### src/rtl/dm_bus_pkg.sv
// rtl/dm_bus_pkg.sv - shared types and response codes for the data-memory bus master
package dm_bus_pkg;

  // Transaction FSM states
  typedef enum logic [2:0] {
    IDLE = 3'd0,
    RD_A = 3'd1,
    RD_D = 3'd2,
    WR_A = 3'd3,
    WR_B = 3'd4,
    DONE = 3'd5
  } dm_state_e;

  // Bus response codes
  localparam logic [1:0] OKAY   = 2'b00;
  localparam logic [1:0] EXOKAY = 2'b01;
  localparam logic [1:0] SLVERR = 2'b10;
  localparam logic [1:0] DECERR = 2'b11;

endpackage

### src/rtl/dm_bus_master.sv
// rtl/dm_bus_master.sv - MEM-stage data-memory master onto AR/R/AW/W/B bus channels
//
// Ports:
//   clk, rst              : clock, synchronous active-low reset
//   DM_MEM_access/WEB/... : MEM-stage request (WEB 1=read, DM_write byte enables active low)
//   IM_stall              : pipeline frozen by fetch; holds the FSM in DONE
//   DM_out, DM_stall      : registered load data, pipeline freeze
//   AR*/R*/AW*/W*/B*      : bus channels
//   dm_bus_err            : sticky error flag (only when DM_BUS_ERR_EN is defined)
// Optional feature macro: DM_BUS_ERR_EN
module dm_bus_master
  import dm_bus_pkg::*;
#(
  parameter int ADDR_W = 32
) (
  input  logic              clk,
  input  logic              rst,
  input  logic              DM_MEM_access,
  input  logic              DM_WEB,
  input  logic [3:0]        DM_write,
  input  logic [ADDR_W-1:0] DM_addr,
  input  logic [31:0]       DM_data_in,
  input  logic              IM_stall,
  output logic [31:0]       DM_out,
  output logic              DM_stall,
  output logic [ADDR_W-1:0] ARADDR,
  output logic              ARVALID,
  input  logic              ARREADY,
  input  logic [31:0]       RDATA,
  input  logic [1:0]        RRESP,
  input  logic              RVALID,
  output logic              RREADY,
  output logic [ADDR_W-1:0] AWADDR,
  output logic              AWVALID,
  input  logic              AWREADY,
  output logic [31:0]       WDATA,
  output logic [3:0]        WSTRB,
  output logic              WVALID,
  input  logic              WREADY,
  input  logic [1:0]        BRESP,
  input  logic              BVALID,
  output logic              BREADY,
  output logic              dm_bus_err
);

  dm_state_e state, state_nxt;
  logic      aw_done, w_done;
  logic      flushed;   // request withdrawn while the bus transaction was in flight
  logic      aw_ok, w_ok, abort;

  // Each write channel counts as complete once its own handshake has happened,
  // whether in an earlier cycle (flag) or this one.
  assign aw_ok = aw_done | (AWVALID & AWREADY);
  assign w_ok  = w_done  | (WVALID & WREADY);
  // A withdrawn request must not be acknowledged by this completion.
  assign abort = flushed | ~DM_MEM_access;

  assign RREADY   = (state == RD_D);
  assign BREADY   = (state == WR_B);
  assign DM_stall = DM_MEM_access & (state != DONE);

  always_ff @(posedge clk) begin
    if (!rst) begin
      state   <= IDLE;
      ARVALID <= 1'b0;
      AWVALID <= 1'b0;
      WVALID  <= 1'b0;
      ARADDR  <= '0;
      AWADDR  <= '0;
      WDATA   <= '0;
      WSTRB   <= '0;
      DM_out  <= '0;
      aw_done <= 1'b0;
      w_done  <= 1'b0;
      flushed <= 1'b0;
    end else begin
      state <= state_nxt;
      case (state)
        IDLE: begin
          aw_done <= 1'b0;
          w_done  <= 1'b0;
          flushed <= 1'b0;
          if (DM_MEM_access) begin
            ARADDR <= DM_addr;
            AWADDR <= DM_addr;
            WDATA  <= DM_data_in;
            WSTRB  <= ~DM_write;
            if (DM_WEB) begin
              ARVALID <= 1'b1;
            end else begin
              AWVALID <= 1'b1;
              WVALID  <= 1'b1;
            end
          end
        end
        RD_A: begin
          if (ARREADY) ARVALID <= 1'b0;
        end
        RD_D: begin
          if (RVALID) DM_out <= RDATA;
        end
        WR_A: begin
          if (AWVALID && AWREADY) begin
            AWVALID <= 1'b0;
            aw_done <= 1'b1;
          end
          if (WVALID && WREADY) begin
            WVALID <= 1'b0;
            w_done <= 1'b1;
          end
        end
        default: ;
      endcase
      if ((state inside {RD_A, RD_D, WR_A, WR_B}) && !DM_MEM_access) flushed <= 1'b1;
    end
  end

  always_comb begin
    state_nxt = state;
    case (state)
      IDLE: if (DM_MEM_access) state_nxt = DM_WEB ? RD_A : WR_A;
      RD_A: if (ARREADY) state_nxt = RD_D;
      RD_D: if (RVALID) state_nxt = abort ? IDLE : DONE;
      WR_A: if (aw_ok && w_ok) state_nxt = WR_B;
      WR_B: if (BVALID) state_nxt = abort ? IDLE : DONE;
      DONE: state_nxt = IM_stall ? DONE : IDLE;
      default: state_nxt = IDLE;
    endcase
  end

`ifdef DM_BUS_ERR_EN
  always_ff @(posedge clk) begin
    if (!rst) begin
      dm_bus_err <= 1'b0;
    end else if ((RVALID && RREADY && (RRESP != OKAY)) ||
                 (BVALID && BREADY && (BRESP != OKAY))) begin
      dm_bus_err <= 1'b1;
    end
  end
`else
  logic unused_resp;
  assign unused_resp = ^{RRESP, BRESP};
  assign dm_bus_err  = 1'b0;
`endif

endmodule

### config.mk
export PLATFORM = sky130hd
export DESIGN_NAME = dm_bus_master
export DESIGN_NICKNAME = d
export VERILOG_FILES = /design/src/rtl/dm_bus_pkg.sv /design/src/rtl/dm_bus_master.sv
export SDC_FILE = /design/constraint.sdc
export NUM_CORES = 1
export LEC_CHECK = 0
export BUFFER_PORTS_ARGS = -buffer_cell sky130_fd_sc_hd__buf_2
export CORE_ASPECT_RATIO = 0.9
export CORE_MARGIN = 4
export CORE_UTILIZATION = 30
export DETAILED_ROUTE_END_ITERATION = 8
export GPL_TIMING_DRIVEN = 0
export PLACE_DENSITY = 0.61
export SETUP_SLACK_MARGIN = 0.1
export SLEW_MARGIN = 20
export SYNTH_ARGS = -nofsm -noshare
export SYNTH_HDL_FRONTEND = slang
export SYNTH_SLANG_ARGS = --single-unit
### constraint.sdc
create_clock -name clk -period 3.3 [get_ports clk]
set_clock_uncertainty 0.1 [all_clocks]
set_input_delay 0.66 -clock clk [delete_from_list [all_inputs] [get_ports clk]]
set_output_delay 0.66 -clock clk [all_outputs]
set_load 0.02 [all_outputs]
## Word-level counts from Yosys, hierarchy flattened

Cells that the tools add are included.

- Register bits after elaboration: 109
- Word-level logic and storage cells: 77

- Equality and inequality tests: 15
- Mux-type cells: 25
- Bitwise operators: 8
- Reductions and logical operators: 18

Operators by type and width:

| cell | number |
|---|---|
| $mux 3 | 7 |
| $pmux 3 s6 | 1 |
| $ne 2x2->1 const B | 8 |
| $reduce_and 4->1 | 3 |
| $mux 1 | 11 |
| $pmux 1 s2 | 5 |
| $reduce_and 2->1 | 4 |
| $eq 3x2->1 const B | 2 |
| $eq 3x3->1 const B | 2 |
| $reduce_bool 2->1 | 3 |
| $reduce_and 5->1 | 1 |
| $logic_and 1x1->1 | 4 |
| $not 4->4 | 1 |
| $reduce_bool 4->1 | 1 |
| $and 1x1->1 | 3 |
| $eq 3x1->1 const B | 1 |
| $logic_not 3->1 | 1 |
| $ne 3x3->1 const B | 1 |
| $or 1x1->1 | 3 |
| $mux 2 | 1 |
| $ne 2x1->1 const B | 1 |
| $logic_not 1->1 | 1 |
| $not 1->1 | 1 |

## Logic depth before layout (Yosys ltp)

Gate-level depths: netlist of run 1.

- Depth after elaboration: 5
- Mapped depth: 6
- Depth with buffers taken out: 3

## Least setup slack after synthesis of run 1

No wires, ideal clock.

- Kind: reg2out
- Start point: reg state[2]
- End point: out DM_stall
- Data arrival time: 1049 ps
- Data required time: 2540 ps
- Setup slack: 1491 ps
- Stages on the path, launching flop included: 4
- Buffers on the path: 1
- Path through: dfxtp_1 > clkbuf_1 > nor2b_1 > a21oi_1

- Longest elaborated chain between the ends: 2

RTL lines:

| item | line | text |
|---|---|---|
| from (decl) | dm_bus_master.sv:46 | `dm_state_e state, state_nxt;` |
| from (signal assigned) | dm_bus_master.sv:77 | `state <= state_nxt;` |
| $ne 3x3->1 | dm_bus_master.sv:60 | `assign DM_stall = DM_MEM_access & (state != DONE);` |
| $and 1x1->1 | dm_bus_master.sv:60 |  |
| to (decl) | dm_bus_master.sv:25 | `output logic DM_stall,` |

Every way passes these cells.

## Final worst setup path of run 1

Same ends and word-level chain as after synthesis.

==> results of run 1 <==
[per-stage QoR]
stage          cell area (sq um)  worst slack [ns]  total power [uW]  cells
2_1_floorplan               4270              1.49              2010    532
3_3_place_gp                5750             0.999              2300    972
3_5_place_dp                5750             0.986              2300    972
4_1_cts                     6040             0.861              3400    987
5_1_grt                     6040             0.693              3520    988
6_report                    6040             0.872              3340    988
[worst paths after layout]
kind | to | cells after the start | startpoint | slack (ns)
max | DM_stall | 4 | state[2] | 0.87
min | DM_out[14] | 2 | DM_out[14] | 0.35
max reg2reg | DM_out[26] | 5 | state[2] | 1.57
min reg2reg | DM_out[14] | 2 | DM_out[14] | 0.35
[per-layer routing]
metal / track usage (%) / up-vias / share of wire (%)
met5: 0 / - / 0
met4: 5.14 / 0 / 1.6
met3: 6.76 / 13 / 10
met2: 24.9 / 179 / 45
met1: 19.7 / 1910 / 43
li1: - / 2223 / -
[worst reg2reg max path: stages (launching register included)]
cell and delay [ns]:
dfxtp_1 0.49, nand4bb_1 0.18, clkbuf_1 0.23, clkbuf_1 0.40
nand2_1 0.10, a21oi_1 0.16
[power breakdown]
| part | total, uW | internal, uW | switching (uW) |
|---|---|---|---|
| combinational | 781 | 304 | 477 |
| sequential | 1480 | 1420 | 64.9 |
| clock | 1080 | 608 | 470 |
| total | 3340 | 2330 | 1010 |
[cells by family after synthesis]
group / count (synthesis) / share of synthesized area, %
compound gates: 129 / 16.4
fa+ha+maj: 1 / 0.235
buf+inv: 74 / 11.0
flops: 109 / 51.1
other cells: 1 / 0.0879
simple gates: 218 / 21.1
[state kept, by name, indices dropped and copies added, names as in the netlist]
signal and flops:
WVALID 1, state 3, ARVALID 1, WSTRB 4, AWADDR 32, DM_out 32
AWVALID 1, flushed 1, w_done 1, WDATA 32, aw_done 1
[cell usage in the layout (no fill, tap or decap), drive strengths merged]
| cell | synthesis | final |
|---|---|---|
| nor3b | 2 | 2 |
| nor2b | 1 | 1 |
| a221o | 1 | 1 |
| and4b | 2 | 2 |
| buf | 51 | 298 |
| nand2 | 193 | 193 |
| a41oi | 2 | 2 |
| bufinv | 0 | 1 |
| o31a | 1 | 1 |
| and2b | 1 | 1 |
| and2 | 1 | 1 |
| nor4b | 1 | 1 |
| and4bb | 1 | 1 |
| nand4b | 1 | 1 |
| inv | 3 | 3 |
| dfxtp | 109 | 109 |
| a211oi | 6 | 6 |
| nand2b | 5 | 5 |
| or4b | 1 | 1 |
| a21oi | 105 | 105 |
| o211a | 1 | 1 |
| clkinvlp | 0 | 1 |
| conb | 1 | 1 |
| clkinv | 0 | 1 |
| o221ai | 1 | 1 |
| nand4bb | 1 | 1 |
| o21a | 3 | 3 |
| o311ai | 1 | 1 |
| nor2 | 8 | 8 |
| o21ai | 6 | 6 |
| o22ai | 1 | 1 |
| a31oi | 1 | 1 |
| maj3 | 1 | 1 |
| clkbuf | 20 | 32 |
| diode | 0 | 1 |
[final cells by class]
type	instances	area share [%]
well taps	193	4.00
clock inverters	3	0.766
inverters	3	0.186
diodes	1	0.0414
plain buffers	71	7.60
repair buffers	247	20.5
clock buffers	12	4.08
multi-input cells	349	26.7
flip-flops and latches	109	36.1
==> run_results.csv, run 1 <==
group,metric,value,unit
yosys,synthTopCellsByArea,"dfxtp_1, nand2_1, a21oi_1",
drt,drt_pre_antenna_iters,4,
clock_network,cts_root_buf,"clkbuf_16",
timing,max_freq,0.412,GHz
drt,drt-total-wl,13500,um
timing,rsz0062_at_grt,"no",
final_layout,fin_nets,904,
timing,fin_hold_ws,0.350,ns
pwr,powerDensity,553,nW/um^2
yosys,async_reset_ff_share,0,%
yosys,synth_seq_cells,109,
timing,setup_viol,0,
die,die-area,16200,sq um
timing,slew_violations,0,
clock_network,h-tree-depth,3,
clock_network,insertion_delay,0.34,ns
grt,antenna_found_initial,1,
final_layout,final_util,43.1,%
yosys,yosys_warnings,0,
yosys,yosys.cell_types.count,34,
clock_network,ctsResizeCount,0,
critical_path,crit_slowest_cell,"dfxtp_1",
grt,grt_pass1_wl,20500,um
drt,drc,0,
clock_network,cts_hold_buf,0,
grt,grt_pass1_vias,3911,
critical_path,critPathMaxStageDelay,0.49,ns
clock_network,clk_path_buf_depth,2,
yosys,synth-main-ff-cell,"dfxtp_1",
critical_path,cp_data_arrival_time,1.67,ns
clock_network,post-cts-setup-buffers,0,
drt,drt_iter0_drc,105,
final_layout,fill_cells,1470,
yosys,synth_common_cells,"nand2_1, dfxtp_1, a21oi_1",
flow_run,maxCapViolCount,0,
critical_path,cp_max_fo,10,
clock_network,cts_tree,"yes",
die,core-area,14000,sq um
placed_design,gp_congestion,0.803,
placed_design,dpl.hpwl,10500,um
timing,finalCritPeriodShare,73.6,%
final_layout,seq_area,2180,sq um
hold_path,worstHoldPathType,"flip-flop to flip-flop",
yosys,yosysTopAreaCellShare,51.1,%
pwr,leakage,0.00293,uW
critical_path,critPathTopFamily,"buffers and inverters",
final_layout,drive_above_1_share,39.7,%
placed_design,port_buffers,247,
run_status,outcome,"completed",
clock_network,cts_buffers,9,
yosys,syn_nets,646,
grt,track_usage,15.9,%
timing,relSlewSlack,52.9,%
drt,via_per_inst,4.38,
pwr,irDropWorstVdd,0.312,mV
die,row_count,41,
yosys,syn_area,4270,sq um
clock_network,path_clk_slew,0.07,ns
yosys,synth.most_common_cell,"nand2_1",
timing,timing.final.hold_violations,0,
die,die_w,134,um
timing,tns,0,ns
critical_path,crit_chain,"clkbuf_1 > nor2b_1 > a21oi_1 > buf_2",
yosys,syn_inst,532,
drt,wl_per_cell,13.7,um
critical_path,crit_path_end_kind,"output pin",
clock_network,cts_num_sinks,109,
die,chipHeight,121,um
yosys,syn_area_per_cell,8.02,sq um
final_layout,syn2layout_area_growth,41.5,%
timing,layout_min_cycle_time,2.43,ns
die,pin_count,253,
timing,worst_pin_slew,0.706,ns
critical_path,path_buf_inv,2,
drt,ant_nets,0,
critical_path,cp-start-kind,"flip-flop",
grt,overflow,0,
yosys,yosysSeqAreaShare,51.1,%
die,initial_core_util,30.5,%
critical_path,crit_required,2.54,ns
yosys,yosys.area.top_type,"dfxtp_1",
critical_path,path_class,"flip-flop to output pin",
yosys,synth-edff-count,0,
final_layout,multi_input_area,1620,sq um
grt,grt_max_degree,17,
drt,dr_total_vias,4325,
No activity file was read; power rests on OpenSTA's default activity.
==> inputs of run 2 (changes only) <==
--- a/config.mk
+++ b/config.mk
@@ -11,7 +11,7 @@
 export CORE_UTILIZATION = 30
 export DETAILED_ROUTE_END_ITERATION = 8
 export GPL_TIMING_DRIVEN = 0
-export PLACE_DENSITY = 0.61
+export PLACE_DENSITY = 0.63
 export SETUP_SLACK_MARGIN = 0.1
 export SLEW_MARGIN = 20
 export SYNTH_ARGS = -nofsm -noshare
==> constraint.sdc (replaced) <==
create_clock -name clk -period 2.17 [get_ports clk]
set_clock_uncertainty 0.1 [all_clocks]
set_input_delay 0.434 -clock clk [delete_from_list [all_inputs] [get_ports clk]]
set_output_delay 0.434 -clock clk [all_outputs]
set_load 0.02 [all_outputs]
==> run 2 against run 1 <==
Via count down 0.39%. Final cell count stayed put. Utilization is 0.054 points higher. Critical path depth stayed put. Cell area rose by 0.12%. Non-clock buffer count unchanged. Sequential share of layout area about the same. Power grew 52%. Flip-flop and latch count did not move. Routed wire length up 0.60%. Critical path type unchanged. Critical endpoint unchanged. Largest cell class unchanged. Highest routed layer is now met5.
==> run_results.csv, run 2 (synthesized netlist as in run 1, its figures left out) <==
group,metric,value,unit
drt,drt-total-wl,13600,um
die,row_count,41,
die,core-area,14000,sq um
timing,slew_violations,0,
clock_network,cts_root_buf,"clkbuf_16",
clock_network,cts_buffers,9,
critical_path,rrSetupSlack,0.49,ns
critical_path,crit_path_end_kind,"output pin",
hold_path,worstHoldPathType,"input pin to flip-flop",
grt,grt_pass1_vias,4143,
timing,max_freq,0.500,GHz
critical_path,timing.rr.end,"WSTRB[1]",
critical_path,worstRegToRegCells,6,
drt,ant_nets,0,
timing,tns,0,ns
die,die-area,16200,sq um
timing,finalCritPeriodShare,92.1,%
final_layout,mostFrequentLayoutCell,"buf_2",
critical_path,crit_chain,"buf_6 > clkbuf_1 > a21oi_1 > buf_2",
die,chipHeight,121,um
final_layout,seq_area,2180,sq um
final_layout,syn2layout_area_growth,41.7,%
pwr,irDropWorstVdd,0.536,mV
die,die_w,134,um
drt,drt_iter0_drc,115,
grt,grt_max_degree,19,
critical_path,critPathTopFamily,"buffers and inverters",
final_layout,diodes,0,
clock_network,h-tree-depth,3,
final_layout,reg_top3,"AWADDR (32), DM_out (32), WDATA (32)",
pwr,leakage,0.00294,uW
drt,drc,0,
hold_path,worstHoldStart,"DM_write[2]",
placed_design,dpl.hpwl,10400,um
final_layout,final_area,6050,sq um
final_layout,fill_cells,1501,
timing,layout_min_cycle_time,2.00,ns
timing,rsz0062_at_grt,"yes",
grt,overflow,0,
critical_path,cp_data_arrival_time,1.46,ns
flow_run,maxCapViolCount,0,
final_layout,fin_nets,904,
critical_path,critPathMaxStageDelay,0.34,ns
placed_design,dpl_cell_area,5750,sq um
critical_path,path_class,"flip-flop to output pin",
drt,dr_total_vias,4308,
timing,setup_viol,0,
die,initial_core_util,30.5,%
grt,antenna_found_initial,1,
final_layout,final_cell_mix,"buf_2, nand2_1, dfxtp_1",
clock_network,clk_path_buf_depth,2,
clock_network,cts_tree,"yes",
critical_path,crit_slowest_cell,"clkbuf_1",
drt,wl_per_cell,13.7,um
critical_path,cp-start-kind,"flip-flop",
run_status,outcome,"completed",
timing,worst_pin_slew,0.706,ns
placed_design,gp_congestion,0.842,
clock_network,path_clk_slew,0.07,ns
final_layout,final_util,43.2,%
pwr,powerDensity,837,nW/um^2
clock_network,insertion_delay,0.34,ns
critical_path,crit_required,1.64,ns
placed_design,port_buffers,247,
die,pin_count,253,
hold_path,whs_endpoint,"WSTRB[2]",
final_layout,drive_above_1_share,40.5,%
critical_path,reg2reg_from,"state[0]",
drt,via_per_inst,4.36,
timing,relSlewSlack,52.9,%
critical_path,path_buf_inv,3,
clock_network,cts_num_sinks,109,
grt,track_usage,16.5,%
drt,drt_pre_antenna_iters,4,
hold_path,min_path_cells,2,
grt,grt_pass1_wl,21300,um
final_layout,multi_input_area,1620,sq um
critical_path,cp_max_fo,10,
timing,timing.final.hold_violations,0,
==> run 2: cell count changes in the layout (fill, tap and decap cells not counted), moves of 2 or more <==
cell,delta
clkbuf_1,-4
clkinv_4,+2
dfxtp_1,-2
dfxtp_2,+2
==> run 2: worst max-delay path by stage <==
stage	end	startpoint	slack (ns)	cells past startpoint
3_3_place_gp	WDATA[23]	rst	0.05	5
5_1_grt	DM_stall	state[2]	0.07	4
6_report	DM_stall	state[0]	0.17	4
4_1_cts	DM_stall	state[2]	0.07	4
2_1_floorplan	DM_stall	state[2]	0.59	3
3_5_place_dp	WDATA[30]	rst	0.02	5
==> run 2: cell type report <==
cell class,instances,area share [%]
buffer,71,7.67
clock buffer,11,4.18
clock inverter,5,0.703
inverter,3,0.186
multi-input combinational,349,26.7
sequential,109,36.1
tap,193,3.99
timing repair buffer,247,20.4
==> run 2: timing repair <==
| item | in CTS | in global routing |
|---|---|---|
| gates resized for setup | 2 | 4 |
| endpoints found under the setup margin | 3 | 3 |
| hold buffers | 0 | 0 |
| setup buffers | 0 | 0 |
==> run 2: power by group <==
group          switching (uW)  internal (uW)
registers                99.1           2160
logic                     728            463
clock network             766            853
==> run 2: per-stage QoR <==
stage,std cells,total power (uW),hold WS (ns),setup slack [ns]
after floorplan,532,3050,0.364,0.587
after global placement,972,3500,0.339,0.0453
after detailed placement,972,3510,0.344,0.0180
after CTS,988,5150,0.144,0.0665
after global routing,988,5350,0.152,0.0669
final,988,5070,0.164,0.172
==> run 2: metal layers <==
metal | GRT usage (%) | up-vias | routed length (um)
met5 | 0 | - | 13
met4 | 4.69 | 2 | 138
met3 | 6.51 | 13 | 1270
met2 | 27.1 | 180 | 6280
met1 | 20.1 | 1891 | 5880
li1 | - | 2222 | -
==> inputs of run 3 (changes only) <==
--- a/config.mk
+++ b/config.mk
@@ -8,10 +8,10 @@
 export BUFFER_PORTS_ARGS = -buffer_cell sky130_fd_sc_hd__buf_2
 export CORE_ASPECT_RATIO = 0.9
 export CORE_MARGIN = 4
-export CORE_UTILIZATION = 30
+export CORE_UTILIZATION = 39
 export DETAILED_ROUTE_END_ITERATION = 8
 export GPL_TIMING_DRIVEN = 0
-export PLACE_DENSITY = 0.63
+export PLACE_DENSITY = 0.78
 export SETUP_SLACK_MARGIN = 0.1
 export SLEW_MARGIN = 20
 export SYNTH_ARGS = -nofsm -noshare
==> run 3 against run 2 <==
Routed wire length down 1.5%. Worst hold slack better by 0.0049 ns. Sequential power about the same. Largest cell class unchanged. Largest power group unchanged. Highest routed layer is now met4.
==> run_results.csv, run 3 (synthesized netlist as in run 1, its figures left out) <==
group,metric,value,unit
clock_network,clk_path_buf_depth,2,
drt,ant_nets,0,
die,core-area,10500,sq um
drt,drt_iter0_drc,214,
final_layout,mostFrequentLayoutCell,"buf_2",
final_layout,multi_input_area,1620,sq um
clock_network,insertion_delay,0.33,ns
final_layout,final_cell_mix,"buf_2, nand2_1, dfxtp_1",
placed_design,pre_cts_ws,0.232,ns
grt,grt_max_degree,19,
clock_network,ctsResizeCount,3,
critical_path,crit_chain,"buf_2 > nor2b_1 > a21oi_1 > buf_2",
critical_path,crit_top_cell,"buf_2",
clock_network,path_clk_slew,0.07,ns
drt,via_per_inst,4.72,
pwr,irDropWorstVdd,0.596,mV
timing,worst_pin_slew,0.717,ns
critical_path,critPathTopFamily,"flip-flops",
critical_path,cp_max_fo,10,
hold_path,min_path_cells,2,
critical_path,critPathLaunch,"state[2]",
timing,rsz0062_at_grt,"yes",
die,row_count,35,
pwr,powerDensity,869,nW/um^2
final_layout,fin_nets,904,
critical_path,cp_data_arrival_time,1.44,ns
placed_design,port_buffers,247,
timing,setup_viol,0,
final_layout,seq_area,2180,sq um
drt,wl_per_cell,14.5,um
critical_path,path_class,"flip-flop to output pin",
timing,timing.final.hold_violations,0,
clock_network,cts_buffers,9,
drt,drt-total-wl,13400,um
timing,slew_violations,0,
critical_path,critPathMaxStageDelay,0.41,ns
run_status,outcome,"completed",
hold_path,worstHoldPathType,"input pin to flip-flop",
hold_path,worstHoldStart,"DM_write[3]",
critical_path,rrSetupSlack,0.46,ns
critical_path,crit_required,1.64,ns
timing,max_freq,0.506,GHz
critical_path,path_buf_inv,2,
timing,layout_min_cycle_time,1.97,ns
final_layout,diodes,0,
grt,grt_pass1_wl,21100,um
critical_path,worstRegToRegCells,6,
die,pin_count,253,
placed_design,gp_congestion,0.847,
clock_network,cts_root_buf,"clkbuf_16",
final_layout,fill_cells,1008,
timing,relSlewSlack,52.2,%
die,die-area,12700,sq um
critical_path,crit_slowest_cell,"dfxtp_2",
timing,finalCritPeriodShare,91.0,%
clock_network,h-tree-depth,3,
timing,tns,0,ns
grt,track_usage,20.7,%
grt,antenna_found_initial,0,
critical_path,timing.rr.end,"DM_out[18]",
drt,drc,0,
pwr,total_power,5210,uW
timing,setup_slack,0.195,ns
flow_run,maxCapViolCount,0,
die,die_w,118,um
hold_path,whs_endpoint,"WSTRB[3]",
critical_path,reg2reg_from,"state[0]",
die,initial_core_util,40.8,%
final_layout,reg_top3,"AWADDR (32), DM_out (32), WDATA (32)",
grt,overflow,0,
clock_network,cts_hold_buf,0,
clock_network,post-cts-setup-buffers,0,
critical_path,cp-start-kind,"flip-flop",
drt,drt_pre_antenna_iters,4,
placed_design,dpl.hpwl,10300,um
drt,dr_total_vias,4357,
clock_network,cts_tree,"yes",
final_layout,syn2layout_area_growth,40.5,%
critical_path,crit_path_end_kind,"output pin",
grt,grt_pass1_vias,4196,
final_layout,drive_above_1_share,40.5,%
clock_network,cts_num_sinks,109,
die,chipHeight,107,um
pwr,leakage,0.00295,uW
-- run 3: cell count changes in the layout (fill, tap and decap cells not counted) --
| cell | before | now |
|---|---|---|
| clkinv_4 | 3 | 0 |
| bufinv_16 | 0 | 2 |
| clkbuf_8 | 2 | 0 |
| clkinvlp_4 | 1 | 3 |
| buf_2 | 257 | 258 |
| clkbuf_4 | 1 | 0 |
| clkinv_2 | 0 | 1 |
| inv_6 | 1 | 0 |
| inv_8 | 0 | 1 |
-- run 3: worst max path at each step --
stage	cells past startpoint	to
floorplan	3	DM_stall
global placement	5	WDATA[25]
detailed placement	5	DM_out[17]
CTS	4	BREADY
global route	4	DM_stall
finish	4	DM_stall
-- run 3: stage by stage --
step	instance area, sq um	instances	hold WS, ns	util (%)
global route	5990	924	0.170	57.3
global placement	5670	908	0.339	54.1
floorplan	4270	532	0.364	-
finish	5990	924	0.169	57.3
detailed placement	5670	908	0.343	54.1
CTS	5990	924	0.148	57.3
-- run 3: routing by layer --
layer / part of all wire, % / track usage [%]
met5: 0 / 0
met4: 0.79 / 5.44
met3: 9.9 / 7.96
met2: 49 / 36.5
met1: 40 / 23.5
-- run 3: area by class of cell --
cell class              instances  area share [%]
inverters                       3           0.188
repair buffers                247            20.6
well taps                     129            2.69
plain buffers                  71            7.70
clock buffers                   9            3.76
flip-flops and latches        109            36.4
clock inverters                 7            1.65
multi-input cells             349            26.9
-- run 3: report_power, final --
part / internal, uW / switching (uW)
Combinational: 463 / 729
Sequential: 2160 / 97.8
Clock: 1020 / 743
